--- config.mk ---
export PLATFORM = sky130hd
export DESIGN_NAME = seven_seg_scan_ctrl
export DESIGN_NICKNAME = d
export VERILOG_FILES = /design/src/rtl/seven_seg_scan_ctrl.sv
export SDC_FILE = /design/constraint.sdc
export NUM_CORES = 1
export LEC_CHECK = 0
export CORE_MARGIN = 10
export CORE_UTILIZATION = 57
export CTS_CLUSTER_SIZE = 28
export DETAILED_ROUTE_END_ITERATION = 6
export PLACE_DENSITY = 0.76
export SYNTH_ARGS = -nofsm -noshare
export SYNTH_HDL_FRONTEND = slang
export SYNTH_SLANG_ARGS = --single-unit
export TNS_END_PERCENT = 30
--- constraint.sdc ---
create_clock -name clk -period 2.6 [get_ports clk]
set_input_delay 0.26 -clock clk [delete_from_list [all_inputs] [get_ports clk]]
set_output_delay 0.26 -clock clk [all_outputs]
set_load 0.05 [all_outputs]
--- src/rtl/seven_seg_scan_ctrl.sv ---
// rtl/seven_seg_scan_ctrl.sv - 8-digit seven-segment scan controller
// Double-buffered display word, frame-aligned commit, leading-zero blanking, duty dimming.
module seven_seg_scan_ctrl #(
  parameter int unsigned SLOT_CYCLES = 100000
) (
  input  logic        clk,
  input  logic        rst_n,
  input  logic        enable,
  input  logic        wr_valid,
  output logic        wr_ready,
  input  logic [31:0] wr_data,
  input  logic [7:0]  wr_dp,
  input  logic        wr_lzb,
  input  logic [2:0]  bright,
  output logic [3:0]  digit,
  output logic [7:0]  an_sel,
  output logic        dp_out,
  output logic        frame_done
);

  localparam int unsigned CW  = (SLOT_CYCLES > 2) ? $clog2(SLOT_CYCLES) : 1;
  localparam int unsigned SEG = SLOT_CYCLES / 8;
  localparam logic [CW-1:0] SLOT_LAST = CW'(SLOT_CYCLES - 1);

  logic [CW-1:0] slot_q, slot_d;
  logic [2:0]    idx_q, idx_d;
  logic [31:0]   act_data_q, act_data_d;
  logic [7:0]    act_dp_q, act_dp_d;
  logic          act_lzb_q, act_lzb_d;
  logic [31:0]   pend_data_q, pend_data_d;
  logic [7:0]    pend_dp_q, pend_dp_d;
  logic          pend_lzb_q, pend_lzb_d;
  logic          pend_full_q, pend_full_d;
  logic [3:0]    digit_q, digit_d;
  logic [7:0]    an_q, an_d;
  logic          dp_q, dp_d;
  logic          fd_q, fd_d;

  logic          slot_end;
  logic          frame_end;
  logic          accept;
  logic          commit;
  logic [31:0]   thr;
  logic          lit;
  logic [7:0]    blank;

  assign wr_ready   = ~pend_full_q;
  assign digit      = digit_q;
  assign an_sel     = an_q;
  assign dp_out     = dp_q;
  assign frame_done = fd_q;

  always_comb begin
    slot_end  = (slot_q == SLOT_LAST);
    frame_end = enable && slot_end && (idx_q == 3'd7);
    accept    = wr_valid && !pend_full_q;
    // With the scan stopped there is no frame boundary to wait for.
    commit    = pend_full_q && (frame_end || !enable);
    thr       = (32'(bright) + 32'd1) * 32'(SEG);
    lit       = 32'(slot_q) < thr;

    // A digit blanks only if everything to its left is already blank.
    blank    = 8'h00;
    blank[7] = act_lzb_q && (act_data_q[31:28] == 4'd0) && !act_dp_q[7];
    for (int k = 6; k >= 1; k--) begin
      blank[k] = blank[k+1] && (act_data_q[4*k +: 4] == 4'd0) && !act_dp_q[k];
    end
  end

  always_comb begin
    slot_d      = slot_q;
    idx_d       = idx_q;
    act_data_d  = act_data_q;
    act_dp_d    = act_dp_q;
    act_lzb_d   = act_lzb_q;
    pend_data_d = pend_data_q;
    pend_dp_d   = pend_dp_q;
    pend_lzb_d  = pend_lzb_q;
    pend_full_d = pend_full_q;

    if (!enable) begin
      slot_d = '0;
      idx_d  = 3'd0;
    end else if (slot_end) begin
      slot_d = '0;
      idx_d  = idx_q + 3'd1;
    end else begin
      slot_d = slot_q + CW'(1);
    end

    // accept and commit are mutually exclusive: one needs pending empty, the other full.
    if (commit) begin
      act_data_d  = pend_data_q;
      act_dp_d    = pend_dp_q;
      act_lzb_d   = pend_lzb_q;
      pend_full_d = 1'b0;
    end else if (accept) begin
      pend_data_d = wr_data;
      pend_dp_d   = wr_dp;
      pend_lzb_d  = wr_lzb;
      pend_full_d = 1'b1;
    end

    digit_d = act_data_q[{idx_q, 2'b00} +: 4];
    dp_d    = act_dp_q[idx_q];
    an_d    = (enable && lit && !blank[idx_q]) ? (8'd1 << idx_q) : 8'd0;
    fd_d    = frame_end;
  end

  always_ff @(posedge clk or negedge rst_n) begin
    if (!rst_n) begin
      slot_q      <= '0;
      idx_q       <= 3'd0;
      act_data_q  <= 32'd0;
      act_dp_q    <= 8'd0;
      act_lzb_q   <= 1'b0;
      pend_data_q <= 32'd0;
      pend_dp_q   <= 8'd0;
      pend_lzb_q  <= 1'b0;
      pend_full_q <= 1'b0;
      digit_q     <= 4'd0;
      an_q        <= 8'd0;
      dp_q        <= 1'b0;
      fd_q        <= 1'b0;
    end else begin
      slot_q      <= slot_d;
      idx_q       <= idx_d;
      act_data_q  <= act_data_d;
      act_dp_q    <= act_dp_d;
      act_lzb_q   <= act_lzb_d;
      pend_data_q <= pend_data_d;
      pend_dp_q   <= pend_dp_d;
      pend_lzb_q  <= pend_lzb_d;
      pend_full_q <= pend_full_d;
      digit_q     <= digit_d;
      an_q        <= an_d;
      dp_q        <= dp_d;
      fd_q        <= fd_d;
    end
  end

endmodule

==> Yosys cells after proc, flatten, opt, wreduce, memory -nomap -nowiden <==
Cells that the tools add are included.
{ "classes": {"n_mul": 1, "order_cmp": 2, "mux": 11, "eq_ne": 3, "shift": 2, "n_reduce_logical": 40, "n_addsub": 3, "n_bitwise": 2} }
{ "ops": {"columns": ["op", "count"], "rows": [
  ["$mux W17", 2],
  ["$shiftx A32 B6 Y4", 1],
  ["$logic_not A4 Y1", 7],
  ["$logic_and A1 B1 Y1", 20],
  ["$lt A17 B18 Y1", 1],
  ["$add A17 B1 Y17 const B", 1],
  ["$eq A17 B17 Y1 const B", 1],
  ["$mul A4 B12 Y16 const B", 1],
  ["$logic_not A1 Y1", 10],
  ["$mux W8", 1],
  ["$shl A1 B3 Y8 const A", 1],
  ["$bmux W1 S3", 2],
  ["$mux W3", 2],
  ["$add A3 B1 Y4 const B", 1],
  ["$lt A3 B4 Y1 const B", 1],
  ["$mux W1", 4],
  ["$add A3 B1 Y3 const B", 1],
  ["$eq A3 B3 Y1 const B", 1],
  ["$ne A2 B1 Y1 const B", 1],
  ["$not A1 Y1", 2],
  ["$reduce_and A2 Y1", 1],
  ["$reduce_bool A2 Y1", 1],
  ["$logic_or A1 B1 Y1", 1]
]} }
{ "word_totals": {"reg_bits": 117, "out_inout_bits": 15, "elab_cells": 77, "input_bits": 48} }

==> Logic depth before layout (Yosys ltp) <==
Gate-level depths: netlist of the first run.
{ "depth": {"ltp_word": 20, "depth_mapped": 18, "mapped_depth_nobuf": 17} }

==> Worst setup path after synthesis of the first run <==
Ideal clock, no wire load.
{ "synth_path": {"path_type": "input port to flip-flop", "start": "input bright[0]", "end": "register an_q[0] (netlist: an_sel[0])", "stages": 17, "n_path_buf": 1, "required_ns": 2.444, "path_slack_ns": -1.391, "arrival_ns": 3.835, "setup_ns": 0.156, "path_cell_list": "clkbuf_1 -> inv_1 -> ha_1 -> ha_1 -> ha_1 -> ha_1 -> a21oi_1 -> o21ai_0 -> a21o_1 -> a21oi_1 -> xnor2_1 -> ha_1 -> o2111ai_1 -> a31oi_1 -> a211oi_1 -> a211oi_1 -> nor3_1"} }
{ "synth_via": {"elab_chain_len": 6} }
{ "synth_lines": {"columns": ["element", "line", "source"], "rows": [
  ["from (decl)", "14", "input logic [2:0] bright,"],
  ["$add A3 B1 Y4", "59", "thr = (32'(bright) + 32'd1) * 32'(SEG);"],
  ["$mul A4 B12 Y16", "59", null],
  ["$lt A17 B18 Y1", "60", "lit = 32'(slot_q) < thr;"],
  ["$logic_and A1 B1 Y1 (2 in a row)", "106", "an_d = (enable && lit && !blank[idx_q]) ? (8'd1 << idx_q) : 8'd0;"],
  ["$mux W8", "106", null],
  ["named net an_d[0]", "35", "logic [7:0] an_q, an_d;"],
  ["to (signal assigned)", "136", "an_q <= an_d;"],
  ["to (decl)", "35", null]
]} }
The timed path passes the listed nets, and every way through them passes these cells.
A chain may end at the register's enable or synchronous reset.

==> Worst setup path after layout of the first run <==
{ "layout_path": {"start": "input bright[0]", "end": "register an_q[1] (netlist: an_sel[1])"} }
The elaborated chain is that of the path after synthesis.

==> results.toml, run 1 <==
[sta]
worst_slack_ps = -284
worstMarginPinSlew_ps = 639
min_period_ps = 2880
setup_viol = 8
rsz0062_at_grt = "yes"
whs_ps = 296
finalHoldViolations = 0
fmax_mhz = 347
finClkSkew_ps = 9.00
fin_tns_setup_ps = -1940
max_slew_margin_pct = 57.1
slew_viol_final = 0
post-route-period-util_pct = 111

[pwr]
power_frac_clock_pct = 34.1
combPwrFrac_pct = 24.4
switching_share_pct = 28.1
power.leakage_nw = 3.45
seq_power_share_pct = 41.4
irDropWorstVdd_v = 0.000476
p_int_mw = 4.69
power.density_nw_per_um2 = 827
p_sw_mw = 1.83

[synth]
syn_area_um2 = 5960
synthArstFlopShare_pct = 100
ys_ff_latch = 117
synthCells = 461
yosysWarnings = 0
synth_flop_cell = "dfrtp_1"
ys_types = 47
syn_nets = 545
synthTopCellsByArea = "dfrtp_1, mux2_4, mux2_2"
avgSynthCellArea_um2 = 12.9
synth_top_area_cell = "dfrtp_1"
synth.top_cell.area_share_pct = 49.2
synth_edf_count = 0
ys_seq_area_share_pct = 49.2

[place]
dp_hpwl_mm = 9.47
gp_congestion = 0.871
port_buffers = 62

[floorplan]
die_area_um2 = 14900
die_x_um = 122
start_util_pct = 58.2
fp.coreArea_um2 = 10200
pin_count = 63
rows = 37
die_y_um = 122

[clock_tree]
clock_sinks = 117
cts_buffer_depth = 2
h-tree-depth = 4
root_buffer = "clkbuf_8"
numCtsBuffers = 17
clk_latency_ps = 520
clk_pin_slew_ps = 60
cts_tree = "built"

[critical_path]
startpoint_type = "primary input"
endpoint_kind = "flop"
cp_cell_sequence = "buf_4 -> buf_6 -> inv_8 -> ha_4 -> ha_4 -> ha_4 -> ha_4 -> a21oi_4 -> o21ai_2 -> a21o_1 -> a21oi_2 -> xnor2_1 -> ha_1 -> nand3_2 -> buf_4 -> nand2_1 -> a211oi_2 -> a211oi_4 -> buf_12 -> nor4_4"
crit_type = "in2reg"
required_ps = 3020
slowest_delay_ps = 300
crit_slowest_cell = "a211oi_2"
worstPathArrival_ps = 3300
path_common_cell = "ha_4"
path_max_fanout = 8

[route]
drt_wl_total_mm = 13.9
vias = 4070
ant_nets = 0
vias_per_cell = 5.68
avgRoutedWirePerCell_um = 19.4
firstDrtPassIters = 4
route.detailed.drc = 0
first_iter_violations = 294

[global_routing]
grt_pass1_vias = 4458
grt_usage_pct = 19.4
grt_start_max_net_pins = 48
antenna_found_initial = 0
overflow = 0
grt_first_pass_wirelength_mm = 22.8

[final_layout]
syn_to_final_growth_pct = 32.4
nNetsFinal = 653
n_antenna_cell = 0
drive_gt1_share_pct = 36.2
final_core_util_pct = 77.1

[status]
violations = "setup timing"
run_status = "finished, violations left"

[worst_hold_path]
hold_class = "in2async"

[run]
cap_violations = 0
[Yosys cell counts (6+ instances only)]
| cell | instances |
|---|---|
| nor2_1 | 20 |
| xnor2_1 | 16 |
| dfrtp_1 | 117 |
| xor2_1 | 9 |
| inv_1 | 15 |
| mux2_4 | 39 |
| o21ai_0 | 8 |
| nor3_1 | 10 |
| nor4_1 | 6 |
| a21oi_1 | 8 |
| nand2_1 | 31 |
| mux4_2 | 10 |
| mux2_2 | 43 |
| clkbuf_1 | 9 |
| nand3_1 | 14 |
| ha_1 | 36 |
[final timing paths]
path                                  end            start  cells after the start  slack (ps)
max                             an_sel[1]        bright[0]                     20        -280
max in group asynchronous     act_dp_q[4]            rst_n                      3        1550
max reg2reg                act_data_q[27]        slot_q[8]                      6         170
min reg2reg                act_data_q[13]  pend_data_q[13]                      1         500
min in group clk             pend_dp_q[2]         wr_dp[2]                      2         350
min                             slot_q[3]            rst_n                      2         300
[cell families (layout without fill, tap and decap cells)]
family / count (synthesis) / count (layout) / share of synthesized area (%)
AND/OR/NAND/NOR: 118 / 118 / 10.3
buffers and inverters: 31 / 150 / 2.46
adder cells (fa/ha/maj): 36 / 36 / 7.56
multiplexers: 93 / 93 / 21.9
XOR/XNOR: 26 / 26 / 4.08
flip-flops: 117 / 117 / 49.2
AO/OA/AOI/OAI: 40 / 40 / 4.58
[per-layer routing]
metal	track usage, %	vias up	wire length, um
met2	32.3	135	7000
met3	4.32	37	696
met5	0	-	0
met4	8.62	0	351
met1	23.8	2012	5820
li1	-	1886	-
[power groups by stage]
| stage | sequential (mW) | combinational (mW) | clock (mW) |
|---|---|---|---|
| final | 2.70 | 1.59 | 2.23 |
| after floorplan | 2.66 | 1.00 | 0 |
| after global routing | 2.76 | 1.70 | 2.34 |
| after global placement | 2.68 | 1.46 | 0 |
| after detailed placement | 2.71 | 1.51 | 0 |
| after CTS | 2.70 | 1.59 | 2.26 |
[stage by stage]
stage	cells	worst slack, ps	cell area (um^2)	power (mW)
floorplan	461	-544	6080	3.66
global placement	683	-1190	7080	4.13
detailed placement	683	-1330	7080	4.22
CTS	715	-284	7820	6.54
global route	716	-436	7890	6.81
finish	716	-284	7890	6.52
[flip-flops by register name, summed over array words and instances, names as in the netlist, 3 cells and up]
| name | flops |
|---|---|
| act_data_q | 32 |
| pend_data_q | 32 |
| slot_q | 17 |
| act_dp_q | 8 |
| an_sel | 8 |
| pend_dp_q | 8 |
| digit | 4 |
| idx_q | 3 |
[placed cells by master (no fill, tap or decap), types with 5 or more instances in the layout]
master and count:
dfrtp_1 117, clkdlybuf4s50_1 58, mux2_2 43, buf_4 40
mux2_4 39, nand2_1 31, ha_1 25, nor2_1 19
clkbuf_16 16, nand3_1 13, inv_1 12, xnor2_1 12
mux4_2 10, xor2_1 9, nor3_1 8, ha_4 8
o21ai_0 7, a21oi_1 6, and2_1 5, nand3b_1 5
[what timing repair did]
item | in CTS | in global routing
endpoints found under the setup margin | 8 | 8
resized for setup | 38 | 10
pin swaps | 12 | 7
buffers inserted | 2 | 1
hold buffers | 1 | 0
hold endpoints to repair | 44 | 0
[layout make-up]
type	instances	area [um^2]
clock buffer	22	463
clock inverter	8	101
fill	627	2350
inverter	15	63.8
multi-input combinational	313	3190
sequential	117	2930
tap	136	170
timing repair buffer	105	970
[critical path, delay by kind of cell]
family | cells | cell delay (ps)
AOI/OAI and AO/OA | 6 | 910
and+or+nand+nor | 3 | 340
buffers and inverters | 5 | 580
xor gates and xnor gates | 1 | 80
adders and majority gates | 5 | 1150
Note: power is estimated with default switching activity, not from simulation.
==> inputs of run 2 (changes only) <==
--- a/config.mk
+++ b/config.mk
@@ -10,6 +10,7 @@
 export CTS_CLUSTER_SIZE = 28
 export DETAILED_ROUTE_END_ITERATION = 6
 export PLACE_DENSITY = 0.76
+export SKIP_LAST_GASP = 1
 export SYNTH_ARGS = -nofsm -noshare
 export SYNTH_HDL_FRONTEND = slang
 export SYNTH_SLANG_ARGS = --single-unit
==> run 2 against run 1 <==
Compared with the run above:
- the run still ends with setup timing left
- via count is 0.22% lower
- critical path depth is 2 lower
- cell count unchanged
- non-clock buffer count is the same
- utilization fell by 0.42 points
- clock skew about the same
- worst hold slack got worse by 7.2 ps
- largest power group unchanged
- highest routed layer unchanged
==> results.toml, run 2 (synthesis results as in run 1) <==
[clock_tree]
h-tree-depth = 4
root_buffer = "clkbuf_8"
cts_tree = "built"
numCtsBuffers = 17
clk_latency_ps = 520
clock_sinks = 117
cts_buffer_depth = 2
clk_pin_slew_ps = 60

[route]
vias_per_cell = 5.67
route.detailed.drc = 0
avgRoutedWirePerCell_um = 19.1
vias = 4061
first_iter_violations = 233
firstDrtPassIters = 5
ant_nets = 0
drt_wl_total_mm = 13.7

[pwr]
p_total_mw = 6.51
power.leakage_nw = 3.45
irDropWorstVdd_v = 0.000476
power.density_nw_per_um2 = 830

[sta]
max_slew_margin_pct = 56.3
worstMarginPinSlew_ps = 652
worst_slack_ps = -298
post-route-period-util_pct = 111
setup_viol = 8
fmax_mhz = 345
whs_ps = 288
rsz0062_at_grt = "yes"
min_period_ps = 2900
finClkSkew_ps = 8.82
finalHoldViolations = 0
fin_tns_setup_ps = -2050
slew_viol_final = 0

[final_layout]
reg.largest.list = "act_data_q (32), pend_data_q (32), slot_q (17)"
drive_gt1_share_pct = 35.3
final_cell_mix = "dfrtp_1, clkdlybuf4s50_1, mux2_2"
n_antenna_cell = 0
nNetsFinal = 653
syn_to_final_growth_pct = 31.7
final.fill_count = 634
mostFrequentLayoutCell = "dfrtp_1"

[floorplan]
die_y_um = 122
die_area_um2 = 14900
rows = 37
pin_count = 63
die_x_um = 122
fp.coreArea_um2 = 10200
start_util_pct = 58.2

[status]
run_status = "finished, violations left"
violations = "setup timing"

[global_routing]
overflow = 0
antenna_found_initial = 0
grt_usage_pct = 19.4
grt_first_pass_wirelength_mm = 22.8
grt_start_max_net_pins = 48
grt_pass1_vias = 4455

[run]
cap_violations = 0

[place]
port_buffers = 62
dp_hpwl_mm = 9.47
gp_congestion = 0.871

[critical_path]
worstPathArrival_ps = 3320
endpoint_kind = "flop"
path_max_fanout = 8
crit_type = "in2reg"
required_ps = 3020
startpoint_type = "primary input"

[worst_hold_path]
hold_class = "in2async"
-- run 2: metrics by stage --
stage	std cells	utilization (%)	cell area [um^2]	worst slack, ps
after floorplan	461	-	6080	-544
after global placement	683	69.2	7080	-1190
after detailed placement	683	69.2	7080	-1330
after CTS	715	76.4	7820	-310
after global routing	716	76.7	7840	-452
final	716	76.7	7840	-298
-- run 2: layout make-up --
| type | count | area [um^2] | share of cell area, % |
|---|---|---|---|
| clock buffers | 22 | 463 | 5.90 |
| clock inverters | 8 | 101 | 1.29 |
| inverters | 15 | 63.8 | 0.814 |
| multi-input cells | 313 | 3150 | 40.2 |
| flip-flops and latches | 117 | 2930 | 37.3 |
| well taps | 136 | 170 | 2.17 |
| repair buffers | 105 | 967 | 12.3 |
-- run 2: worst paths after layout --
check	from	to	slack [ps]	cells past startpoint
setup / recovery	bright[2]	an_sel[1]	-300	18
hold / removal	rst_n	slot_q[3]	290	2
setup reg to reg	slot_q[8]	act_data_q[27]	180	6
hold reg to reg	pend_data_q[13]	act_data_q[13]	500	1
max in group asynchronous	rst_n	act_dp_q[5]	1540	3
min in group clk	wr_data[30]	pend_data_q[30]	350	2
-- run 2: report_power, final --
group / switching [mW] / internal (mW)
Sequential: 0.396 / 2.30
Clock: 0.803 / 1.43
Combinational: 0.625 / 0.954
-- run 2: worst max-delay path: stages --
cell and delay [ps]:
clkdlybuf4s15_2 220, buf_6 140, xnor2_2 130, ha_1 290
inv_2 40, ha_4 290, buf_4 120, nand2_1 70
nor3_2 140, nand3b_1 130, o211ai_1 90, o21ba_2 250
ha_1 250, buf_4 150, a211oi_2 300, a211oi_4 70
buf_12 160, nor4_4 200
-- run 2: layer usage --
metal	GRT usage, %	share of wire, %	vias up
met5	0	0	-
met4	8.62	2.1	0
met3	4.32	4.8	25
met2	32.3	51	117
met1	23.8	42	2030
li1	-	-	1889
-- run 2: repair_timing --
action / 4_1_cts / 5_1_grt
setup buffers: 2 / 1
endpoints found under the setup margin: 8 / 8
hold buffers: 1 / 0
gates resized for setup: 37 / 4
hold endpoints to repair: 44 / 0
pin swaps: 11 / 6
